`config.mk`:
```
export PLATFORM = sky130hd
export DESIGN_NAME = mc_controller
export DESIGN_NICKNAME = d
export VERILOG_FILES = /design/src/rtl/mc_pkg.sv /design/src/rtl/mc_aludec.sv /design/src/rtl/mc_controller.sv
export SDC_FILE = /design/constraint.sdc
export NUM_CORES = 1
export LEC_CHECK = 0
export BUFFER_PORTS_ARGS = -buffer_cell sky130_fd_sc_hd__buf_2
export CAP_MARGIN = 20
export CORE_AREA = 4 4 53 55
export CTS_CLUSTER_SIZE = 20
export DETAILED_ROUTE_END_ITERATION = 6
export DIE_AREA = 0 0 57 59
export PLACE_DENSITY = 0.78
export SKIP_LAST_GASP = 1
export SYNTH_ARGS = -nofsm -noshare
export SYNTH_HDL_FRONTEND = slang
export SYNTH_SLANG_ARGS = --single-unit
```
`constraint.sdc`:
```
create_clock -name clk -period 1.6 [get_ports clk]
set_clock_uncertainty 0.05 [all_clocks]
set_input_delay 0.08 -clock clk [delete_from_list [all_inputs] [get_ports clk]]
set_output_delay 0.08 -clock clk [all_outputs]
set_load 0.03 [all_outputs]
```
`src/rtl/mc_pkg.sv`:
```
// +----------------------------------------------------------------------------+
// | Module   : mc_pkg                                                          |
// | Brief    : Shared state, opcode/funct and control-field encodings for the  |
// |            multicycle MIPS-64 main controller.                             |
// | Revision : 1.0                                                             |
// +----------------------------------------------------------------------------+
`default_nettype none

package mc_pkg;

    typedef enum logic [3:0] {
        FETCH  = 4'd0,
        DECODE = 4'd1,
        MEMADR = 4'd2,
        MEMRD  = 4'd3,
        MEMWB  = 4'd4,
        MEMWR  = 4'd5,
        REX    = 4'd6,
        RWB    = 4'd7,
        ADDIEX = 4'd8,
        ANDIEX = 4'd9,
        ORIEX  = 4'd10,
        IWB    = 4'd11,
        BEQ    = 4'd12,
        BNE    = 4'd13,
        JMP    = 4'd14,
        ERR    = 4'd15
    } state_t;

    localparam logic [5:0] OP_RTYPE = 6'b000000;
    localparam logic [5:0] OP_LW    = 6'b100011;
    localparam logic [5:0] OP_LD    = 6'b110111;
    localparam logic [5:0] OP_LB    = 6'b100000;
    localparam logic [5:0] OP_LBU   = 6'b100100;
    localparam logic [5:0] OP_SW    = 6'b101011;
    localparam logic [5:0] OP_SD    = 6'b111111;
    localparam logic [5:0] OP_ADDI  = 6'b001000;
    localparam logic [5:0] OP_DADDI = 6'b011000;
    localparam logic [5:0] OP_ANDI  = 6'b001100;
    localparam logic [5:0] OP_ORI   = 6'b001101;
    localparam logic [5:0] OP_BEQ   = 6'b000100;
    localparam logic [5:0] OP_BNE   = 6'b000101;
    localparam logic [5:0] OP_J     = 6'b000010;

    localparam logic [5:0] F_ADD  = 6'b100000;
    localparam logic [5:0] F_SUB  = 6'b100010;
    localparam logic [5:0] F_AND  = 6'b100100;
    localparam logic [5:0] F_OR   = 6'b100101;
    localparam logic [5:0] F_SLT  = 6'b101010;
    localparam logic [5:0] F_DADD = 6'b101100;
    localparam logic [5:0] F_DSUB = 6'b101110;

    localparam logic [2:0] ALU_ADD = 3'b010;
    localparam logic [2:0] ALU_SUB = 3'b110;
    localparam logic [2:0] ALU_AND = 3'b000;
    localparam logic [2:0] ALU_OR  = 3'b001;
    localparam logic [2:0] ALU_SLT = 3'b111;

    localparam logic [2:0] SRCB_RT       = 3'd0;
    localparam logic [2:0] SRCB_FOUR     = 3'd1;
    localparam logic [2:0] SRCB_SIGNIMM  = 3'd2;
    localparam logic [2:0] SRCB_BRANCH   = 3'd3;
    localparam logic [2:0] SRCB_ZEROIMM  = 3'd4;

    localparam logic [1:0] PCSRC_ALURES = 2'd0;
    localparam logic [1:0] PCSRC_ALUOUT = 2'd1;
    localparam logic [1:0] PCSRC_JUMP   = 2'd2;

    localparam logic [1:0] LT_WORD = 2'd0;
    localparam logic [1:0] LT_BU   = 2'd1;
    localparam logic [1:0] LT_B    = 2'd2;

    function automatic logic is_load(input logic [5:0] opc);
        return (opc == OP_LW) || (opc == OP_LD) || (opc == OP_LB) || (opc == OP_LBU);
    endfunction

endpackage

`default_nettype wire

```
`src/rtl/mc_aludec.sv`:
```
// +----------------------------------------------------------------------------+
// | Module   : mc_aludec                                                       |
// | Brief    : R-type funct decoder -> ALU operation, 64/32-bit select, valid. |
// | Revision : 1.0                                                             |
// +----------------------------------------------------------------------------+
`default_nettype none

module mc_aludec
    import mc_pkg::*;
#(
    parameter int OPW = 6
) (
    input  logic [OPW-1:0] funct,
    output logic [2:0]     alucontrol,
    output logic           dtype,
    output logic           valid
);

    always_comb begin
        alucontrol = ALU_ADD;
        dtype      = 1'b0;
        valid      = 1'b1;
        case (funct)
            F_ADD:  alucontrol = ALU_ADD;
            F_SUB:  alucontrol = ALU_SUB;
            F_AND:  alucontrol = ALU_AND;
            F_OR:   alucontrol = ALU_OR;
            F_SLT:  alucontrol = ALU_SLT;
            F_DADD: begin
                alucontrol = ALU_ADD;
                dtype      = 1'b1;
            end
            F_DSUB: begin
                alucontrol = ALU_SUB;
                dtype      = 1'b1;
            end
            default: valid = 1'b0;
        endcase
    end

endmodule

`default_nettype wire

```
`src/rtl/mc_controller.sv`:
```
// +----------------------------------------------------------------------------+
// | Module   : mc_controller                                                   |
// | Brief    : Multicycle MIPS-64 main controller (3-5 cycles per instruction).|
// |            MC_CTRL_MEMWAIT_EN adds a memready handshake on memory states. |
// | Revision : 1.0                                                             |
// +----------------------------------------------------------------------------+
`default_nettype none

module mc_controller
    import mc_pkg::*;
#(
    parameter int OPW = 6,
    parameter int SW  = 4
) (
    input  logic           clk,
    input  logic           reset,
    input  logic [OPW-1:0] op,
    input  logic [OPW-1:0] funct,
    input  logic           zero,
`ifdef MC_CTRL_MEMWAIT_EN
    input  logic           memready,
`endif
    output logic           pcen,
    output logic           irwrite,
    output logic           regwrite,
    output logic           memwrite,
    output logic           dtype,
    output logic           iord,
    output logic           memtoreg,
    output logic           regdst,
    output logic           alusrca,
    output logic [2:0]     alusrcb,
    output logic [1:0]     pcsrc,
    output logic [2:0]     alucontrol,
    output logic [1:0]     ltype,
    output logic           illegal,
    output logic [SW-1:0]  state
);

    state_t state_q, state_d;
    logic   illegal_q, illegal_d;
    state_t w_out_st;
    logic   w_mem_ready;
    logic [2:0] w_r_alu;
    logic   w_r_dtype;
    logic   w_r_valid;

`ifdef MC_CTRL_MEMWAIT_EN
    assign w_mem_ready = memready;
`else
    assign w_mem_ready = 1'b1;
`endif

    mc_aludec #(.OPW(OPW)) u_aludec (
        .funct      (funct),
        .alucontrol (w_r_alu),
        .dtype      (w_r_dtype),
        .valid      (w_r_valid)
    );

    always_ff @(posedge clk) begin
        if (reset) begin
            state_q   <= FETCH;
            illegal_q <= 1'b0;
        end else begin
            state_q   <= state_d;
            illegal_q <= illegal_d;
        end
    end

    always_comb begin
        state_d = state_q;
        case (state_q)
            FETCH:  if (w_mem_ready) state_d = DECODE;
            DECODE: begin
                case (op)
                    OP_LW, OP_LD, OP_LB, OP_LBU, OP_SW, OP_SD: state_d = MEMADR;
                    OP_RTYPE:          state_d = REX;
                    OP_ADDI, OP_DADDI: state_d = ADDIEX;
                    OP_ANDI:           state_d = ANDIEX;
                    OP_ORI:            state_d = ORIEX;
                    OP_BEQ:            state_d = BEQ;
                    OP_BNE:            state_d = BNE;
                    OP_J:              state_d = JMP;
                    default:           state_d = ERR;
                endcase
            end
            MEMADR: state_d = is_load(op) ? MEMRD : MEMWR;
            MEMRD:  if (w_mem_ready) state_d = MEMWB;
            MEMWR:  if (w_mem_ready) state_d = FETCH;
            REX:    state_d = w_r_valid ? RWB : ERR;
            ADDIEX, ANDIEX, ORIEX: state_d = IWB;
            ERR:    state_d = ERR;
            default: state_d = FETCH;
        endcase
        illegal_d = illegal_q | (state_d == ERR);
    end

    // During reset the outputs show the FETCH decode with every write strobe suppressed.
    assign w_out_st = reset ? FETCH : state_q;

    always_comb begin
        pcen       = 1'b0;
        irwrite    = 1'b0;
        regwrite   = 1'b0;
        memwrite   = 1'b0;
        dtype      = 1'b0;
        iord       = 1'b0;
        memtoreg   = 1'b0;
        regdst     = 1'b0;
        alusrca    = 1'b0;
        alusrcb    = SRCB_RT;
        pcsrc      = PCSRC_ALURES;
        alucontrol = ALU_AND;
        ltype      = LT_WORD;
        case (w_out_st)
            FETCH: begin
                irwrite    = w_mem_ready;
                pcen       = w_mem_ready;
                alusrcb    = SRCB_FOUR;
                alucontrol = ALU_ADD;
                dtype      = 1'b1;
                pcsrc      = PCSRC_ALURES;
            end
            DECODE: begin
                alusrcb    = SRCB_BRANCH;
                alucontrol = ALU_ADD;
                dtype      = 1'b1;
            end
            MEMADR: begin
                alusrca    = 1'b1;
                alusrcb    = SRCB_SIGNIMM;
                alucontrol = ALU_ADD;
                dtype      = 1'b1;
            end
            MEMRD: begin
                iord  = 1'b1;
                ltype = (op == OP_LB) ? LT_B : ((op == OP_LBU) ? LT_BU : LT_WORD);
            end
            MEMWB: begin
                memtoreg = 1'b1;
                regwrite = 1'b1;
            end
            MEMWR: begin
                iord     = 1'b1;
                memwrite = w_mem_ready;
            end
            REX: begin
                alusrca    = 1'b1;
                alusrcb    = SRCB_RT;
                alucontrol = w_r_alu;
                dtype      = w_r_dtype;
            end
            RWB: begin
                regdst     = 1'b1;
                regwrite   = 1'b1;
                alucontrol = w_r_alu;
                dtype      = w_r_dtype;
            end
            ADDIEX: begin
                alusrca    = 1'b1;
                alusrcb    = SRCB_SIGNIMM;
                alucontrol = ALU_ADD;
                dtype      = (op == OP_DADDI);
            end
            ANDIEX: begin
                alusrca    = 1'b1;
                alusrcb    = SRCB_ZEROIMM;
                alucontrol = ALU_AND;
            end
            ORIEX: begin
                alusrca    = 1'b1;
                alusrcb    = SRCB_ZEROIMM;
                alucontrol = ALU_OR;
            end
            IWB: regwrite = 1'b1;
            BEQ, BNE: begin
                alusrca    = 1'b1;
                alusrcb    = SRCB_RT;
                alucontrol = ALU_SUB;
                dtype      = 1'b1;
                pcsrc      = PCSRC_ALUOUT;
                pcen       = (w_out_st == BEQ) ? zero : ~zero;
            end
            JMP: begin
                pcsrc = PCSRC_JUMP;
                pcen  = 1'b1;
            end
            default: ;
        endcase
        if (reset) begin
            pcen     = 1'b0;
            irwrite  = 1'b0;
            regwrite = 1'b0;
            memwrite = 1'b0;
        end
    end

    assign illegal = illegal_q & ~reset;
    assign state   = SW'(state_q);

endmodule

`default_nettype wire
```
==> Implementation_results.wiki, run 1 <==
{| class="wikitable"
! Metric !! Value
|-
| Outcome || finished with violations
|-
| Violations in the final reports || setup timing
|-
| Final hold viol count || 0
|-
| First-pass iteration count of the detailed router || 4
|-
| Setup TNS Final || -367 ps
|-
| Antenna Violating Nets Remaining || 0
|-
| Element type at the critical path start || register
|-
| Share of synthesized cell area in and, or, nand and nor gates || 0.379
|-
| Pleak || 0.721 nW
|-
| Via count of the first global-routing pass || 1289
|-
| Main area contributors after synthesis || sky130_fd_sc_hd__dfxtp_1 9.9%, sky130_fd_sc_hd__ha_1 6.2%, sky130_fd_sc_hd__a21oi_1 5.4%
|-
| Worst Setup Path Type || register to register
|-
| Post-synthesis register bit count || 5
|-
| Yosys warnings || 0
|-
| Register cell area after layout || approximately 120 um^2
|-
| Count of hold-fix buffers inserted at cts || 0
|-
| Synth cell types || 49
|-
| Area share of the largest cell type after synthesis || 0.0989
|-
| Least-Margin Pin Slew || 434 ps
|-
| CTS Buf Count || 3
|-
| Post-synthesis cell count || 147
|-
| Number of ports placed on the die boundary || 39
|-
| Clock slew at the register clock pins of the worst setup and hold paths || 40 ps
|-
| Area of the multi-input gates || 1010 um^2
|-
| Core region area || ~2400 um^2
|-
| Count leader, synth || sky130_fd_sc_hd__nor2_1
|-
| Worst-case headroom to the max-slew limit || 0.711
|-
| Total overflow reported by the global router || 0
|-
| Post-synthesis cell area || 1010 um^2
|-
| Share of the cycle needed by the critical path after routing || 1.05
|-
| Antenna Cells || 0
|-
| Seq/Total Area, Yosys || 0.0989
|-
| Maximum number of pins on one net before global-route repair || 19
|-
| Pre-CTS setup slack || -188 ps
|-
| Worst setup slack for register-to-register paths || -80 ps
|-
| Post-route non-filler standard cell count || 234
|-
| Net count of the mapped netlist || around 170
|-
| Required time of the worst setup path || 1650 ps
|-
| Number of input and output port buffers inserted || 38
|-
| Hold WC Path Type || input port to register
|-
| Dominant combinational cell family by area after synthesis || simple AND/OR/NAND/NOR gates
|-
| Clock tree from TritonCTS || built
|-
| RSZ-0062 raised after global routing || yes
|-
| Total wire length || roughly 3600 um
|-
| Largest fanout on the critical path || 8
|-
| Root buf cell || sky130_fd_sc_hd__clkbuf_4
|-
| Placed cell count || 227
|-
| Maximum clock frequency || 595 MHz
|-
| Global-route usage over all layers || 0.208
|-
| Finished Core Util || 0.708
|-
| Fraction of final layout cells with drive strength greater than 1 || 0.539
|-
| Largest area contributor in the netlist || sky130_fd_sc_hd__dfxtp_1
|-
| Routability congestion estimate from global placement || 0.889
|-
| Number of H-tree levels || 1
|-
| Type of destination of the critical path || register
|-
| Width of the chip || 57 um
|-
| CTS max path bufs || 2
|-
| Total number of vias || 1336
|-
| Vias per Instance || 5.71
|-
| Final Critical Period || 1680 ps
|-
| Cell types with the highest counts after synthesis || 13 x sky130_fd_sc_hd__nor2_1, 11 x sky130_fd_sc_hd__a21oi_1, 10 x sky130_fd_sc_hd__nand2_1, 10 x sky130_fd_sc_hd__nor3_1, 9 x sky130_fd_sc_hd__o21ai_0
|-
| DRT iter0 DRCs || between 50 and 60
|-
| Worst skew pair latency || approximately 230 ps
|-
| Sum of internal, switching and leakage power || approximately 2.6 mW
|-
| Floorplan row count || 18
|-
| Drt wl/cell || about 15 um
|-
| Synth Area in Compound Gates || 0.294
|-
| Count of endpoints failing setup in the final report || 7
|-
| CP Data Arrival Time || 1740 ps
|-
| Number of flops mapped to enable cells by yosys || 0
|-
| Portion of netlist area occupied by mux cells || 0.0198
|-
| Max-slew violations || 0
|-
| Post-detailed-route DRC marker count || 0
|-
| Peak supply drop || 1.25 mV
|-
| Xor and xnor area share after synthesis || 0.0433
|-
| Share of flip-flops with an asynchronous set or reset after synthesis || 0
|-
| Nets@finish || 225
|-
| Detailed-placement wirelength estimate || roughly 2600 um
|-
| Setup WS post-layout || -82.0 ps
|-
| Area share of fa/ha/maj cells after synthesis || 0.0618
|-
| Count of max-cap constraint violations || 0
|-
| Most common flop cell mapped by yosys || sky130_fd_sc_hd__dfxtp_1
|-
| Die footprint || 3360 um^2
|-
| Initial core utilization || 0.424
|-
| Area growth, synth to finish || 66.9%
|-
| Power per cell area || 1560 nW/um^2
|-
| Clock sink count || 5
|-
| Number of antenna violations at the first check in global routing || 0
|-
| First-pass GRT wire length || 5750 um
|-
| Fillers || 183
|-
| Vertical die dimension || 59 um
|-
| Synthesized area per cell || 6.89 um^2
|}
kinds of logic (layout without fill, tap and decap cells):
kind of cell,Yosys count,in the layout
fa+ha+maj,5,5
flops,5,5
buf+inv,21,78
mux,2,2
xor+xnor,5,5
simple gates,68,68
compound gates,41,41
per-stage QoR:
step	hold slack, ps	area (um^2)
2_1_floorplan	287	1180
3_3_place_gp	388	1510
3_5_place_dp	432	1510
4_1_cts	280	1620
5_1_grt	352	1690
6_report	320	1690
report_power, final:
group | internal (mW) | total, mW | switching [mW]
clock network | 0.0939 | 0.140 | 0.0456
logic | 0.923 | 2.16 | 1.24
registers | 0.202 | 0.323 | 0.121
layout by cell type, fill, tap and decap left out, types with 2 or more instances in the layout:
cell type,instances
sky130_fd_sc_hd__nand2b_4,2
sky130_fd_sc_hd__nor4_2,3
sky130_fd_sc_hd__a21oi_2,3
sky130_fd_sc_hd__nor3_2,4
sky130_fd_sc_hd__nand2_1,8
sky130_fd_sc_hd__mux2i_1,2
sky130_fd_sc_hd__nand2b_1,4
sky130_fd_sc_hd__clkbuf_4,3
sky130_fd_sc_hd__o41ai_2,2
sky130_fd_sc_hd__nor2b_1,2
sky130_fd_sc_hd__buf_8,2
sky130_fd_sc_hd__nor2_1,10
sky130_fd_sc_hd__nor2_2,2
sky130_fd_sc_hd__xnor2_1,4
sky130_fd_sc_hd__buf_6,8
sky130_fd_sc_hd__dfxtp_4,4
sky130_fd_sc_hd__a21oi_1,9
sky130_fd_sc_hd__nand3b_1,2
sky130_fd_sc_hd__buf_2,31
sky130_fd_sc_hd__nand3_1,3
sky130_fd_sc_hd__o21ai_0,8
sky130_fd_sc_hd__buf_4,26
sky130_fd_sc_hd__nor3_4,2
sky130_fd_sc_hd__nor3_1,4
sky130_fd_sc_hd__nor3b_1,5
sky130_fd_sc_hd__ha_1,5
sky130_fd_sc_hd__a31oi_1,3
sky130_fd_sc_hd__inv_1,6
path summary, 6_finish.rpt:
check                                from   endpoint  depth (start not counted)
worst min-delay path                op[5]   state[2]                          5
worst max-delay path             state[3]  illegal_q                          7
worst min register to register  illegal_q  illegal_q                          2
worst max register to register   state[3]  illegal_q                          7
layout make-up:
cell class,instances,area share
multi-input cells,121,0.600
well taps,30,0.0222
flip-flops and latches,5,0.0681
clock buffers,4,0.0156
repair buffers,67,0.279
inverters,7,0.0156
layer usage:
metal | GRT usage | part of all wire | up-vias
li1 | - | - | 660
met1 | 0.266 | 0.41 | 621
met2 | 0.361 | 0.50 | 51
met3 | 0.0283 | 0.072 | 4
met4 | 0.0695 | 0.0092 | 0
met5 | 0 | 0 | -
sequential cells by signal, indices dropped and copies added (netlist names):
register,cells
state,4
illegal_q,1
worst max-delay path, cell delays in order (launching register included):
cell and delay (ps):
sky130_fd_sc_hd__dfxtp_4 390, sky130_fd_sc_hd__buf_6 110, sky130_fd_sc_hd__buf_4 130, sky130_fd_sc_hd__xor2_1 170
sky130_fd_sc_hd__mux2i_1 100, sky130_fd_sc_hd__a32o_1 280, sky130_fd_sc_hd__a31oi_1 230, sky130_fd_sc_hd__o41ai_2 90
repair_timing:
| action | 4_1_cts | 5_1_grt |
|---|---|---|
| buffers inserted | 2 | 1 |
| gates resized for setup | 20 | 17 |
| pin swaps | 9 | 9 |
| endpoints found under the setup margin | 12 | 13 |
Note: power is estimated with default switching activity, not from simulation.
==> run 2, diff against run 1 <==
--- a/config.mk
+++ b/config.mk
@@ -7,11 +7,10 @@
 export LEC_CHECK = 0
 export BUFFER_PORTS_ARGS = -buffer_cell sky130_fd_sc_hd__buf_2
 export CAP_MARGIN = 20
-export CORE_AREA = 4 4 53 55
-export CTS_CLUSTER_SIZE = 20
+export CORE_AREA = 4 4 60 62
 export DETAILED_ROUTE_END_ITERATION = 6
-export DIE_AREA = 0 0 57 59
-export PLACE_DENSITY = 0.78
+export DIE_AREA = 0 0 64 66
+export PLACE_DENSITY_LB_ADDON = 0.1
 export SKIP_LAST_GASP = 1
 export SYNTH_ARGS = -nofsm -noshare
 export SYNTH_HDL_FRONTEND = slang
==> Implementation_results.wiki, run 2 (same netlist as run 1, synthesis figures left out) <==
{| class="wikitable"
! Metric !! Value
|-
| Outcome || finished with violations
|-
| Violations in the final reports || setup timing
|-
| Core region area || 3030 um^2 (+27%)
|-
| Area of all placed cells without fillers || 1850 um^2 (+9.3%)
|-
| Drt wl/cell || 14.9 um (-2.4%)
|-
| Width of the chip || 64 um (+12%)
|-
| Floorplan row count || 20 (+2)
|-
| Element type at the critical path start || register
|-
| Final hold viol count || 0 (unchanged)
|-
| Initial core utilization || 0.334 (-0.0897)
|-
| Detailed-placement wirelength estimate || 2710 um (+3.9%)
|-
| Maximum clock frequency || 583 MHz (-1.9%)
|-
| Power per cell area || 1600 nW/um^2 (+3.2%)
|-
| Cell area after placement || 1540 um^2 (+2.0%)
|-
| CP Data Arrival Time || 1770 ps (+30 ps)
|-
| CTS Buf Count || 3 (unchanged)
|-
| Sum of internal, switching and leakage power || 2.96 mW (+13%)
|-
| Type of destination of the critical path || register
|-
| Fillers || 278 (+52%)
|-
| First-pass GRT wire length || 5850 um (+1.8%)
|-
| Sequential fraction of design power || 0.106 (-0.017)
|-
| Share of power burned in combinational logic || 0.844 (+0.020)
|-
| Worst Setup Path Type || register to register
|-
| RSZ-0062 raised after global routing || yes
|-
| Vertical die dimension || 66 um (+12%)
|-
| Leading cell types in the layout, fill and taps excluded || 37 x sky130_fd_sc_hd__buf_4, 26 x sky130_fd_sc_hd__buf_2, 9 x sky130_fd_sc_hd__a21oi_1, 9 x sky130_fd_sc_hd__buf_6, 8 x sky130_fd_sc_hd__nor2_1
|-
| Share of the cycle needed by the critical path after routing || 1.07 (+0.0199)
|-
| Design internal power || 1.44 mW (+18%)
|-
| Nets@finish || 233 (+3.6%)
|-
| DRT iter0 DRCs || 48 (-9.4%)
|-
| Worst skew pair latency || 240 ps (about the same)
|-
| Total number of vias || 1351 (+1.1%)
|-
| Total wire length || 3820 um (+6.8%)
|-
| Routability congestion estimate from global placement || 0.865 (-2.7%)
|-
| Count of hold-fix buffers inserted at cts || 0 (unchanged)
|-
| Via count of the first global-routing pass || 1215 (-5.7%)
|-
| Count of max-cap constraint violations || 0 (unchanged)
|-
| Final Critical Period || 1710 ps (+31.8 ps)
|-
| First-pass iteration count of the detailed router || 4 (unchanged)
|-
| Worst hold path depth || 3 (-2)
|-
| CTS max path bufs || 2 (unchanged)
|-
| Global-route usage over all layers || 0.171 (-0.0372)
|-
| Peak supply drop || 1.01 mV (-19%)
|-
| Clock tree from TritonCTS || built
|-
| Finished Core Util || 0.610 (-0.0980)
|-
| Root buf cell || sky130_fd_sc_hd__clkbuf_4
|-
| Max-slew violations || 0 (unchanged)
|-
| Number of ports placed on the die boundary || 39 (unchanged)
|-
| Pleak || 0.775 nW (+7.5%)
|-
| Area of the multi-input gates || 1060 um^2 (+4.3%)
|-
| Post-detailed-route DRC marker count || 0 (unchanged)
|-
| Final hold slack || 316 ps (-3.27 ps)
|-
| Switching power of the nets || 1.52 mW (+7.9%)
|-
| Pre-CTS setup slack || -155 ps (+32.9 ps)
|-
| Hold WC Path Type || input port to register
|-
| Count of endpoints failing setup in the final report || 7 (unchanged)
|-
| Largest fanout on the critical path || 9 (+1)
|-
| Commonest non-fill, non-tap cell in the layout || sky130_fd_sc_hd__buf_4
|-
| Die footprint || 4220 um^2 (+26%)
|-
| Register cell area after layout || 115 um^2 (unchanged)
|-
| Number of flip-flops in the largest register || 4 (unchanged)
|-
| Antenna Cells || 0 (unchanged)
|-
| Required time of the worst setup path || 1660 ps (about the same)
|-
| R2r worst-path depth || 7 (unchanged)
|-
| Fraction of final layout cells with drive strength greater than 1 || 0.594 (+0.0551)
|-
| Clock slew at the register clock pins of the worst setup and hold paths || 50 ps (about the same)
|-
| Number of input and output port buffers inserted || 38 (unchanged)
|-
| Number of H-tree levels || 1 (unchanged)
|-
| Area growth, synth to finish || 82.3%
|-
| Number of antenna violations at the first check in global routing || 0 (unchanged)
|-
| Worst-case headroom to the max-slew limit || 0.621 (-0.0901)
|-
| Vias per Instance || 5.28 (-7.6%)
|-
| Setup WS post-layout || -114 ps (-31.8 ps)
|-
| Maximum number of pins on one net before global-route repair || 22 (+3)
|-
| Clock sink count || 5 (unchanged)
|-
| Switching power as a share of total power || 0.513 (-0.0233)
|-
| Total overflow reported by the global router || 0 (unchanged)
|-
| Antenna Violating Nets Remaining || 0 (unchanged)
|-
| Least-Margin Pin Slew || 569 ps (+135 ps)
|-
| Clock network power share || 0.050 (-0.003)
|}
-- run 2: cell count changes in the layout (fill, tap and decap cells not counted), sizes merged --
cell      change
clkinvlp      +1
clkbuf        +2
buf           +6
inv           -1
-- run 2: worst paths after layout --
check	from	to	slack, ps
min reg2reg	illegal_q	illegal_q	450
min	reset	state[1]	320
max reg2reg	state[0]	illegal_q	-110
max	state[0]	illegal_q	-110
-- run 2: layer usage --
layer  global-route usage  up-vias  part of all wire
met3               0.0170       10             0.054
met5                    0        -                 0
met4               0.0404        0             0.022
met1                0.240      623              0.44
li1                     -      674                 -
met2                0.279       44              0.48
-- run 2: cell type report --
type / instances / share of cell area
multi-input combinational: 121 / 0.573
inverter: 7 / 0.0163
timing repair buffer: 75 / 0.304
sequential: 5 / 0.0624
tap: 44 / 0.0298
clock buffer: 4 / 0.0142
-- run 2: power groups by stage --
stage / Combinational [mW] / Clock, mW / Sequential [mW]
after global placement: 1.90 / 0 / 0.293
after detailed placement: 1.92 / 0 / 0.290
after CTS: 2.07 / 0.152 / 0.285
after global routing: 2.68 / 0.161 / 0.318
final: 2.50 / 0.149 / 0.314
after floorplan: 1.31 / 0 / 0.329
-- run 2: what timing repair did --
item / CTS / global route
pin swaps: 8 / 18
resized for setup: 16 / 37
setup endpoints to repair: 14 / 19
gates cloned: 0 / 1
buffers inserted: 3 / 7
-- run 2: critical path, cell delays in order, from the launching register on --
cell,delay [ps]
sky130_fd_sc_hd__dfxtp_4,360
sky130_fd_sc_hd__buf_6,130
sky130_fd_sc_hd__buf_12,130
sky130_fd_sc_hd__buf_4,130
sky130_fd_sc_hd__nand3_1,50
sky130_fd_sc_hd__o21ai_0,90
sky130_fd_sc_hd__a222oi_1,470
sky130_fd_sc_hd__o41ai_2,150
-- run 2: stage by stage --
stage,cells,setup TNS [ps]
after global placement,241,-103
after CTS,248,-902
final,256,-420
after floorplan,147,-229
after global routing,256,-1120
after detailed placement,241,-209
==> run 3, diff against run 2 <==
--- a/config.mk
+++ b/config.mk
@@ -8,10 +8,12 @@
 export BUFFER_PORTS_ARGS = -buffer_cell sky130_fd_sc_hd__buf_2
 export CAP_MARGIN = 20
 export CORE_AREA = 4 4 60 62
+export CTS_BUF_LIST = sky130_fd_sc_hd__clkbuf_4 sky130_fd_sc_hd__clkbuf_8
 export DETAILED_ROUTE_END_ITERATION = 6
 export DIE_AREA = 0 0 64 66
 export PLACE_DENSITY_LB_ADDON = 0.1
 export SKIP_LAST_GASP = 1
+export SLEW_MARGIN = 10
 export SYNTH_ARGS = -nofsm -noshare
 export SYNTH_HDL_FRONTEND = slang
 export SYNTH_SLANG_ARGS = --single-unit
==> Implementation_results.wiki, run 3 (same netlist as run 1, synthesis figures left out) <==
{| class="wikitable"
! Metric !! Value
|-
| Number of antenna violations at the first check in global routing || 0 (unchanged)
|-
| Maximum number of pins on one net before global-route repair || 22 (unchanged)
|-
| Worst skew pair latency || 250 ps (about the same)
|-
| Required time of the worst setup path || 1470 ps (-190 ps)
|-
| Type of destination of the critical path || output port
|-
| Pleak || 0.747 nW (-3.6%)
|-
| First-pass GRT wire length || 5930 um (+1.4%)
|-
| Root buf cell || sky130_fd_sc_hd__clkbuf_4
|-
| Via count of the first global-routing pass || 1260 (+3.7%)
|-
| Width of the chip || 64 um (unchanged)
|-
| Violations in the final reports || setup timing
|-
| Count of endpoints failing setup in the final report || 7 (unchanged)
|-
| Post-route non-filler standard cell count || 250 (-2.3%)
|-
| Power per cell area || 1600 nW/um^2 (about the same)
|-
| Count of max-cap constraint violations || 0 (unchanged)
|-
| Clock slew at the register clock pins of the worst setup and hold paths || 50 ps (about the same)
|-
| Worst Setup Path Type || register to output port
|-
| First-pass iteration count of the detailed router || 4 (unchanged)
|-
| Least-Margin Pin Slew || 504 ps (-65.5 ps)
|-
| Routability congestion estimate from global placement || 0.865 (unchanged)
|-
| Clock tree from TritonCTS || built
|-
| Core region area || 3030 um^2 (unchanged)
|-
| Hold WC Path Type || input port to register
|-
| Global-route usage over all layers || 0.174 (+0.00335)
|-
| Cell-by-cell trace of the critical path || buf_6 -> nand2b_4 -> or3_1 -> a21oi_2 -> buf_6
|-
| Number of flip-flops in the largest register || 4 (unchanged)
|-
| Clock sink count || 5 (unchanged)
|-
| Fillers || 286 (+2.9%)
|-
| Vias per Instance || 5.34 (+1.1%)
|-
| Cell family with the largest share of critical-path delay || simple AND/OR/NAND/NOR gates
|-
| Peak supply drop || 1.02 mV (+1.5%)
|-
| Most numerous cell on the critical path || sky130_fd_sc_hd__buf_6
|-
| Total wire length || 3710 um (-2.7%)
|-
| Number of input and output port buffers inserted || 38 (unchanged)
|-
| Total overflow reported by the global router || 0 (unchanged)
|-
| Standard cell with the maximum stage delay on the critical path || sky130_fd_sc_hd__dfxtp_4
|-
| Nets@finish || 227 (-2.6%)
|-
| Element type at the critical path start || register
|-
| Fraction of final layout cells with drive strength greater than 1 || 0.563 (-0.0312)
|-
| Drt wl/cell || 14.9 um (-0.34%)
|-
| Post-detailed-route DRC marker count || 0 (unchanged)
|-
| Outcome || finished with violations
|-
| Number of H-tree levels || 1 (unchanged)
|-
| Max-slew violations || 0 (unchanged)
|-
| CP Data Arrival Time || 1560 ps (-210 ps)
|-
| Critical path buffer and inverter count || 2 (-1)
|-
| Vertical die dimension || 66 um (unchanged)
|-
| Floorplan row count || 20 (unchanged)
|-
| Placed cell count || 241 (unchanged)
|-
| Worst-case headroom to the max-slew limit || 0.664 (+0.0436)
|-
| Critical Path Max Stage Delay || 380 ps (-90 ps)
|-
| Setup WS post-layout || -93.9 ps (+20.0 ps)
|-
| RSZ-0062 raised after global routing || yes
|-
| Total number of vias || 1334 (-1.3%)
|-
| Antenna Violating Nets Remaining || 0 (unchanged)
|-
| CTS max path bufs || 2 (unchanged)
|-
| Maximum clock frequency || 590 MHz (+1.2%)
|-
| Share of the cycle needed by the critical path after routing || 1.06 (-0.0125)
|-
| Initial core utilization || 0.334 (unchanged)
|-
| Pre-CTS setup slack || -155 ps (unchanged)
|-
| Detailed-placement wirelength estimate || 2710 um (unchanged)
|-
| Area growth, synth to finish || 76.0%
|-
| Commonest non-fill, non-tap cell in the layout || sky130_fd_sc_hd__buf_4
|-
| Largest fanout on the critical path || 8 (-1)
|-
| Final hold viol count || 0 (unchanged)
|-
| Leading cell types in the layout, fill and taps excluded || 29 x sky130_fd_sc_hd__buf_4, 28 x sky130_fd_sc_hd__buf_2, 9 x sky130_fd_sc_hd__buf_6
|-
| DRT iter0 DRCs || 39 (-19%)
|-
| Number of ports placed on the die boundary || 39 (unchanged)
|-
| Final Critical Period || 1690 ps (-20.0 ps)
|-
| Antenna Cells || 0 (unchanged)
|-
| Die footprint || 4220 um^2 (unchanged)
|-
| CTS Buf Count || 3 (unchanged)
|}
## run 3: path summary, 6_finish.rpt
kind	cells past startpoint	endpoint	start	slack, ps
setup / recovery	5	alucontrol[0]	state[2]	-90
hold / removal	5	state[2]	op[5]	310
setup reg to reg	4	illegal_q	state[2]	-40
hold reg to reg	2	illegal_q	illegal_q	430
## run 3: tightest hold or removal path: cells and delay by family
kind            cells  cell delay (ps)
simple gates        1               80
buf+inv             2              190
compound gates      2              220
## run 3: area by class of cell
| type | count | area (um^2) | area share |
|---|---|---|---|
| clock buffers | 4 | 30.0 | 0.0169 |
| inverters | 7 | 28.8 | 0.0162 |
| multi-input cells | 121 | 1030 | 0.580 |
| flip-flops and latches | 5 | 115 | 0.0646 |
| well taps | 44 | 55.1 | 0.0309 |
| repair buffers | 69 | 519 | 0.291 |
## run 3: through the flow
| step | setup TNS [ps] | hold slack, ps | area [um^2] | utilization | power, mW |
|---|---|---|---|---|---|
| floorplan | -229 | 287 | 1180 | - | 1.64 |
| global placement | -103 | 398 | 1540 | 0.507 | 2.19 |
| detailed placement | -209 | 408 | 1540 | 0.507 | 2.21 |
| CTS | -461 | 261 | 1670 | 0.552 | 2.60 |
| global route | -1080 | 362 | 1780 | 0.588 | 3.06 |
| finish | -369 | 307 | 1780 | 0.588 | 2.86 |
## run 3: routing by layer
layer	GRT usage	part of all wire	vias up
met4	0.0485	0.010	0
met3	0.0170	0.062	5
met5	0	0	-
met2	0.289	0.48	42
li1	-	-	661
met1	0.238	0.44	626
## run 3: repair_timing
| action | in CTS | in global routing |
|---|---|---|
| resized for setup | 25 | 23 |
| setup buffers | 3 | 1 |
| endpoints found under the setup margin | 14 | 17 |
| cloned | 0 | 1 |
| pin swaps | 10 | 8 |
| hold buffers | 0 | 0 |
## run 3: where the power goes
group | internal [mW] | total [mW] | switching [mW]
Combinational | 1.06 | 2.36 | 1.30
Sequential | 0.202 | 0.327 | 0.125
Clock | 0.112 | 0.168 | 0.0569
